===== config.mk =====
export PLATFORM = sky130hd
export DESIGN_NAME = dmem_arbiter
export DESIGN_NICKNAME = d
export VERILOG_FILES = /design/src/rtl/dmem_arbiter_pkg.sv /design/src/rtl/dmem_arbiter.sv
export SDC_FILE = /design/constraint.sdc
export NUM_CORES = 1
export LEC_CHECK = 0
export CORE_ASPECT_RATIO = 1.5
export CORE_MARGIN = 3
export CORE_UTILIZATION = 44
export DETAILED_ROUTE_END_ITERATION = 8
export GPL_TIMING_DRIVEN = 1
export HOLD_SLACK_MARGIN = 0.05
export PLACE_DENSITY_LB_ADDON = 0.15
export SYNTH_ARGS = -nofsm -noshare
export SYNTH_HDL_FRONTEND = slang
export SYNTH_SLANG_ARGS = --single-unit
export TNS_END_PERCENT = 20

===== constraint.sdc =====
create_clock -name CLK -period 9.3 [get_ports CLK]
set_input_delay 0.93 -clock CLK [delete_from_list [all_inputs] [get_ports CLK]]
set_output_delay 0.93 -clock CLK [all_outputs]
set_load 0.05 [all_outputs]

===== src/rtl/dmem_arbiter_pkg.sv =====
// Shared definitions for the two-port DataMem arbiter.
//   state_e          : sequencer state encoding
//   RD_WAIT_DEFAULT  : default number of cycles Mem_rd is held before capture
//   CNT_W            : width of the read-settle counter (covers RD_WAIT up to 15)
//   pick_winner()    : round-robin winner select for two requesters
package dmem_arbiter_pkg;

  typedef enum logic [1:0] {
    IDLE = 2'd0,
    RD   = 2'd1,
    WR   = 2'd2,
    ACK  = 2'd3
  } state_e;

  localparam int RD_WAIT_DEFAULT = 1;
  localparam int CNT_W           = 4;

  // Single requester wins outright; on a tie the port named by prio wins.
  function automatic logic pick_winner(input logic r0, input logic r1, input logic prio);
    logic w;
    if (r0 && r1) w = prio;
    else          w = r1;
    return w;
  endfunction

endpackage


===== src/rtl/dmem_arbiter.sv =====
// Two-port arbiter/sequencer in front of the single-ported DataMem
// (asynchronous read, negedge write). Port 0 is the CPU load/store path,
// port 1 a secondary master. Requests are sampled only in IDLE, the winning
// transaction is latched, reads are held for RD_WAIT cycles before Mem_DOUT
// is captured, and writes get exactly one cycle of Mem_wr.
//
// state | meaning
// IDLE  | sample requests, latch winner's address/data
// RD    | Mem_rd high, count down read settle time, capture on terminal count
// WR    | Mem_wr high for one cycle; DataMem commits on the negedge inside it
// ACK   | one-cycle ack to the owner; priority passes to the other port
//
// Ports:
//   CLK, Reset                      clock (rising edge), async active-high reset
//   req/wr/addr/wdata 0,1           requester inputs, held stable until ack
//   rdata0/1, ack0/1                registered read data, one-cycle completion
//   busy, gnt_id                    not-IDLE flag, owner of current/last transaction
//   Mem_Addr/Mem_DIN/Mem_rd/Mem_wr  DataMem interface, Mem_DOUT its read data
module dmem_arbiter
  import dmem_arbiter_pkg::*;
#(
  parameter int WordSize = 32,
  parameter int RD_WAIT  = RD_WAIT_DEFAULT
) (
  input  logic                CLK,
  input  logic                Reset,
  input  logic                req0,
  input  logic                wr0,
  input  logic [WordSize-1:0] addr0,
  input  logic [WordSize-1:0] wdata0,
  output logic [WordSize-1:0] rdata0,
  output logic                ack0,
  input  logic                req1,
  input  logic                wr1,
  input  logic [WordSize-1:0] addr1,
  input  logic [WordSize-1:0] wdata1,
  output logic [WordSize-1:0] rdata1,
  output logic                ack1,
  output logic                busy,
  output logic                gnt_id,
  output logic [WordSize-1:0] Mem_Addr,
  output logic                Mem_rd,
  output logic                Mem_wr,
  output logic [WordSize-1:0] Mem_DIN,
  input  logic [WordSize-1:0] Mem_DOUT
);

  state_e              state_q, state_d;
  logic [CNT_W-1:0]    cnt_q, cnt_d;
  logic                prio_q, prio_d;
  logic                gnt_q, gnt_d;
  logic [WordSize-1:0] addr_q, addr_d;
  logic [WordSize-1:0] din_q, din_d;
  logic [WordSize-1:0] rdata0_q, rdata0_d;
  logic [WordSize-1:0] rdata1_q, rdata1_d;
  logic                win;

  always_comb begin
    state_d  = state_q;
    cnt_d    = cnt_q;
    prio_d   = prio_q;
    gnt_d    = gnt_q;
    addr_d   = addr_q;
    din_d    = din_q;
    rdata0_d = rdata0_q;
    rdata1_d = rdata1_q;
    win      = 1'b0;
    case (state_q)
      IDLE: begin
        if (req0 || req1) begin
          win    = pick_winner(req0, req1, prio_q);
          gnt_d  = win;
          addr_d = win ? addr1 : addr0;
          din_d  = win ? wdata1 : wdata0;
          if (win ? wr1 : wr0) begin
            state_d = WR;
          end else begin
            state_d = RD;
            cnt_d   = CNT_W'(RD_WAIT - 1);
          end
        end
      end
      RD: begin
        if (cnt_q != '0) begin
          cnt_d = cnt_q - 1'b1;
        end else begin
          if (gnt_q) rdata1_d = Mem_DOUT;
          else       rdata0_d = Mem_DOUT;
          state_d = ACK;
        end
      end
      WR: state_d = ACK;
      ACK: begin
        state_d = IDLE;
        prio_d  = ~gnt_q;
      end
      default: state_d = IDLE;
    endcase
  end

  always_ff @(posedge CLK or posedge Reset) begin
    if (Reset) begin
      state_q  <= IDLE;
      cnt_q    <= '0;
      prio_q   <= 1'b0;
      gnt_q    <= 1'b0;
      addr_q   <= '0;
      din_q    <= '0;
      rdata0_q <= '0;
      rdata1_q <= '0;
    end else begin
      state_q  <= state_d;
      cnt_q    <= cnt_d;
      prio_q   <= prio_d;
      gnt_q    <= gnt_d;
      addr_q   <= addr_d;
      din_q    <= din_d;
      rdata0_q <= rdata0_d;
      rdata1_q <= rdata1_d;
    end
  end

  // Strobes decode from the state register only, so reset drops Mem_wr at
  // once (aborting a write before its negedge) and rd/wr can never overlap.
  assign Mem_rd   = (state_q == RD);
  assign Mem_wr   = (state_q == WR);
  assign busy     = (state_q != IDLE);
  assign ack0     = (state_q == ACK) && !gnt_q;
  assign ack1     = (state_q == ACK) &&  gnt_q;
  assign gnt_id   = gnt_q;
  assign Mem_Addr = addr_q;
  assign Mem_DIN  = din_q;
  assign rdata0   = rdata0_q;
  assign rdata1   = rdata1_q;

endmodule


=== After elaboration in Yosys (flattened, before gate mapping) ===
Index checks and enable logic that the tools add are counted.

* Bits in registers: 136
* Output and inout port bits: 134
* Word-level logic and storage cells: 46

* Add/subtract/negate cells: 1
* Equality and inequality tests: 7
* Muxes and demuxes: 14
* Bitwise gates (word level): 2
* Reductions and logical operators: 14

{| class="wikitable"
|+ Operators by type and width
! cell !! count
|-
| two-way mux 32 bit || 2
|-
| two-way mux 4 bit || 3
|-
| case mux 2 bit (4 select lines) || 1
|-
| case mux 4 bit (2 select lines) || 1
|-
| two-way mux 2 bit || 3
|-
| inequality test 2 bit, second input constant || 3
|-
| AND reduction 3 bit || 2
|-
| equality test 2 bit, second input constant || 2
|-
| two-way mux 1 bit || 4
|-
| AND reduction 2 bit || 2
|-
| AND reduction 4 bit || 1
|-
| nonzero test 2 bit || 2
|-
| nonzero test 4 bit || 1
|-
| subtractor 4 x 1 -> 4 bit, second input constant || 1
|-
| logical AND 1 bit || 3
|-
| equality test 2 x 1 -> 1 bit, second input constant || 1
|-
| logical NOT 2 bit || 1
|-
| inequality test 2 x 1 -> 1 bit, second input constant || 1
|-
| NOT 1 bit || 2
|-
| logical NOT 1 bit || 1
|-
| logical OR 1 bit || 1
|}

=== Longest topological paths before layout ===
* Depth in word-level cells: 8
* Depth in mapped cells: 8

=== Worst setup path before layout ===
OpenSTA, ideal clock, no wires.

* Kind: register to output
* From: register gnt_q, in the netlist gnt_id
* To: output ack0
* Arrival time: 1388 ps
* Setup slack: 6982 ps
* Stages on the path, launching flop included: 2
* Buffers on the path: 0
* Cells stage by stage: dfrtp_1 -> nor2_1

* Cells in the longest elaborated chain, start to end: 2

{| class="wikitable"
|+ RTL lines
! element !! line !! text
|-
| start, declared || dmem_arbiter.sv:51 || <nowiki>logic gnt_q, gnt_d;</nowiki>
|-
| start signal, assigned || dmem_arbiter.sv:115 || <nowiki>gnt_q <= gnt_d;</nowiki>
|-
| logical NOT 1 bit || dmem_arbiter.sv:128 || <nowiki>assign ack0 = (state_q == ACK) && !gnt_q;</nowiki>
|-
| logical AND 1 bit || dmem_arbiter.sv:128 ||
|-
| end, declared || dmem_arbiter.sv:32 || <nowiki>output logic ack0,</nowiki>
|}

No other way between the ends.

=== Worst setup path in the final report ===
* From: input req0
* To: register din_q[31], in the netlist Mem_DIN[31]

* Cells in the longest elaborated chain, start to end: 5
* Elaborated cells on any way between the ends: 7
* Those cells by class: mux (4); reduce/logical (3)

{| class="wikitable"
|+ RTL lines
! element !! line !! text
|-
| start, declared || dmem_arbiter.sv:27 || <nowiki>input logic req0,</nowiki>
|-
| logical AND 1 bit || dmem_arbiter_pkg.sv:21 || <nowiki>if (r0 && r1) w = prio;</nowiki>
|-
| two-way mux 1 bit || dmem_arbiter_pkg.sv:21 ||
|-
| two-way mux 1 bit || dmem_arbiter.sv:70 || <nowiki>if (req0 || req1) begin</nowiki>
|-
| two-way mux 1 bit || dmem_arbiter.sv:68 || <nowiki>case (state_q)</nowiki>
|-
| two-way mux 32 bit || dmem_arbiter.sv:74 || <nowiki>din_d = win ? wdata1 : wdata0;</nowiki>
|-
| end signal, assigned || dmem_arbiter.sv:117 || <nowiki>din_q <= din_d;</nowiki>
|-
| end, declared || dmem_arbiter.sv:53 || <nowiki>logic [WordSize-1:0] din_q, din_d;</nowiki>
|}

Several ways; a longest one is shown, not always the timed one. The select of a mux whose other input is x is not followed.
A chain may end at the register's enable or synchronous reset.

==> results.tsv <==
stage	metric	value	unit
layout	layout cells sized above 1	13.5	%
route	Vias/cell	5.09	
power_and_ir_drop	Leak	4.35	nW
placement	post-DP HPWL	13.4	mm
sta	f_max	0.305	GHz
route	DR iter-0 viols	115	
status	run status	finished clean	
layout	P&R area growth vs syn	60.2	%
critical_path	worst reg2reg setup slack	6810	ps
sta	Rel. slew slack	33.4	%
critical_path	worst-path fanout max	44	
clock_network	CTS tree	yes	
sta	period utilization	35.2	%
power_and_ir_drop	Logic pwr share	58.7	%
logic_synthesis	Yosys Warn Count	0	
layout	final net count	946	
clock_network	setup bufs post-CTS	0	
power_and_ir_drop	Sequential Power Share	25.7	%
power_and_ir_drop	peak supply drop	0.228	mV
clock_network	clk_lat worst skew	410	ps
logic_synthesis	top_reg_cell synth	dfrtp_1	
route	DR pass1 iterations	4	
clock_network	clock slew at reported path FFs	60	ps
sta	worst-case clock skew	12.1	ps
layout	most common cell after layout, fill and taps aside	clkdlybuf4s50_1	
die	Top Ports	300	
clock_network	Num CTS Buffers	17	
power_and_ir_drop	P_sw	1.96	mW
die	row count	51	
global_routing	total global routing overflow	0	
clock_network	# clock sinks	136	
layout	most frequent cells in the layout	clkdlybuf4s50_1 (299), dfrtp_1 (136), nand2_1 (69), mux2i_1 (66), o21ai_0 (61)	
die	die width	102	um
critical_path	CP Capture Type	register	
power_and_ir_drop	Pwr per Cell Area	424	mW/mm2
placement	Port Buffers	299	
route	Total Wirelength	17.6	mm
layout	filler instances	947	
logic_synthesis	Avg Cell Area, Syn	12.5	um2
power_and_ir_drop	Clk pwr share	15.6	%
sta	min cycle time layout	3280	ps
logic_synthesis	Post-synth EDFFs	0	
route	via count	4823	
route	WL/cell	18.6	um
sta	Max Slew Vio Count	0	
critical_path	Startpoint Class	input port	
logic_synthesis	Syn Nets	652	
route	# DRC	0	
logic_synthesis	sequential area share after synthesis	56.4	%
clock_network	clk root buf	clkbuf_16	
clock_network	post-cts repair resize count	0	
die	Initial Util	45.7	%
logic_synthesis	Syn Inst Count	481	
die	core box area	0.0132	mm2
global_routing	initial antenna violation count	0	
placement	routability-driven placement congestion ratio	0.863	
die	die area	0.0152	mm2
logic_synthesis	mapped cell area	0.00603	mm2
critical_path	Worst EP required	9560	ps
die	chip height	149	um
clock_network	Hold Buf Count CTS	0	
clock_network	Max H-tree Level	4	
sta	final hold vios	0	
sta	Slew @ Worst Pin	996	ps
global_routing	first-pass GRT wire length	27.2	mm
power_and_ir_drop	Internal	2.14	mW
global_routing	GRT Overall Usage	23.5	%
power_and_ir_drop	switching part of the total	47.8	%
layout	register area	0.00340	mm2
logic_synthesis	synth unique cells	41	
run	# Max-Cap Violations	0	
power_and_ir_drop	Final Power	4.09	mW
layout	area taken by multi-input logic gates	0.00243	mm2
global_routing	vias in the first global route	5204	
critical_path	WP data arrival	3540	ps
logic_synthesis	asr flop ratio synth	100	%
route	DRT antenna net count	0	
sta	RSZ-0062 raised after global routing	no	
layout	# diodes	0	
worst_hold_path	min-delay worst type	register to register	
logic_synthesis	number of synthesized register bits	136	
sta	setup TNS	0	ps
sta	final setup fails	0	
global_routing	largest net degree at the start of global routing	80	
clock_network	clk buf depth	2	
critical_path	Crit Path Class	input port to register	
## critical path, cell delays in order
cell	delay (ps)
clkdlybuf4s50_1	570
inv_1	120
o21ai_4	790
buf_4	730
mux2i_1	290
o21ai_0	100
## metrics by stage
step           setup slack (ps)  utilization [%]  cell area [um2]  instances  hold slack (ps)
2_1_floorplan              4730                -             6030        481              478
3_3_place_gp               5670             68.9             9100        915              460
3_5_place_dp               5570             68.9             9100        915              470
4_1_cts                    6000             73.2             9660        947              483
5_1_grt                    5860             73.2             9660        947              503
6_report                   6020             73.2             9660        947              478
## registers in the layout (all words and copies together) (netlist names)
name	flops
prio_q	1
Mem_Addr	32
state_q	2
cnt_q	4
rdata0	32
gnt_id	1
Mem_DIN	32
rdata1	32
## cells in the mapped netlist (all sizes together) (2+ instances only)
cell type	number	area [um2]
inv	9	33.8
nor2b	3	26.3
a21o	2	15.0
nor2	3	11.3
mux2i	66	661
buf	17	141
dfrtp	136	3400
nand3	3	15.0
mux2	64	833
and2	3	21.3
nand2	70	265
ha	5	62.6
or3b	2	17.5
o21ai	70	350
or3	2	12.5
clkbuf	12	45.0
nand2b	2	12.5
## layer usage
layer  vias up  track usage, %  share of wire [%]
met1      2311            25.2                 36
met4         0            9.12                2.4
met3        30            8.98                9.1
met2       225            41.0                 52
met5         -               0                  0
li1       2257               -                  -
## kinds of logic after synthesis
group           Yosys count  synth area share (%)
compound gates           79                  7.14
simple gates             93                  6.99
flops                   136                  56.4
buf+inv                  38                  3.65
mux                     130                  24.8
fa+ha+maj                 5                  1.04
## worst paths after layout
path | depth (start not counted) | from | endpoint
max in group asynchronous | 3 | Reset | gnt_id
worst min-delay path | 2 | Mem_DIN[6] | Mem_DIN[6]
min in group asynchronous | 2 | Reset | rdata0[23]
worst max register to register | 4 | prio_q | Mem_DIN[31]
worst max-delay path | 6 | req0 | Mem_DIN[31]
worst min register to register | 2 | Mem_DIN[6] | Mem_DIN[6]
## power by group through the flow
stage,combinational [mW],clock [mW],sequential (mW)
2_1_floorplan,0.637,0,2.02
3_3_place_gp,2.38,0,1.05
3_5_place_dp,2.42,0,1.06
4_1_cts,2.43,0.649,1.06
5_1_grt,2.52,0.679,1.09
6_report,2.40,0.637,1.05
## cell type report
| class | instances | area share, % |
|---|---|---|
| Clock buffer | 19 | 4.58 |
| Clock inverter | 13 | 1.26 |
| Inverter | 9 | 0.375 |
| Multi-Input combinational cell | 307 | 25.2 |
| Sequential cell | 136 | 35.2 |
| Tap cell | 159 | 2.06 |
| Timing Repair Buffer | 304 | 31.4 |
Note: power is estimated with default switching activity, not from simulation.
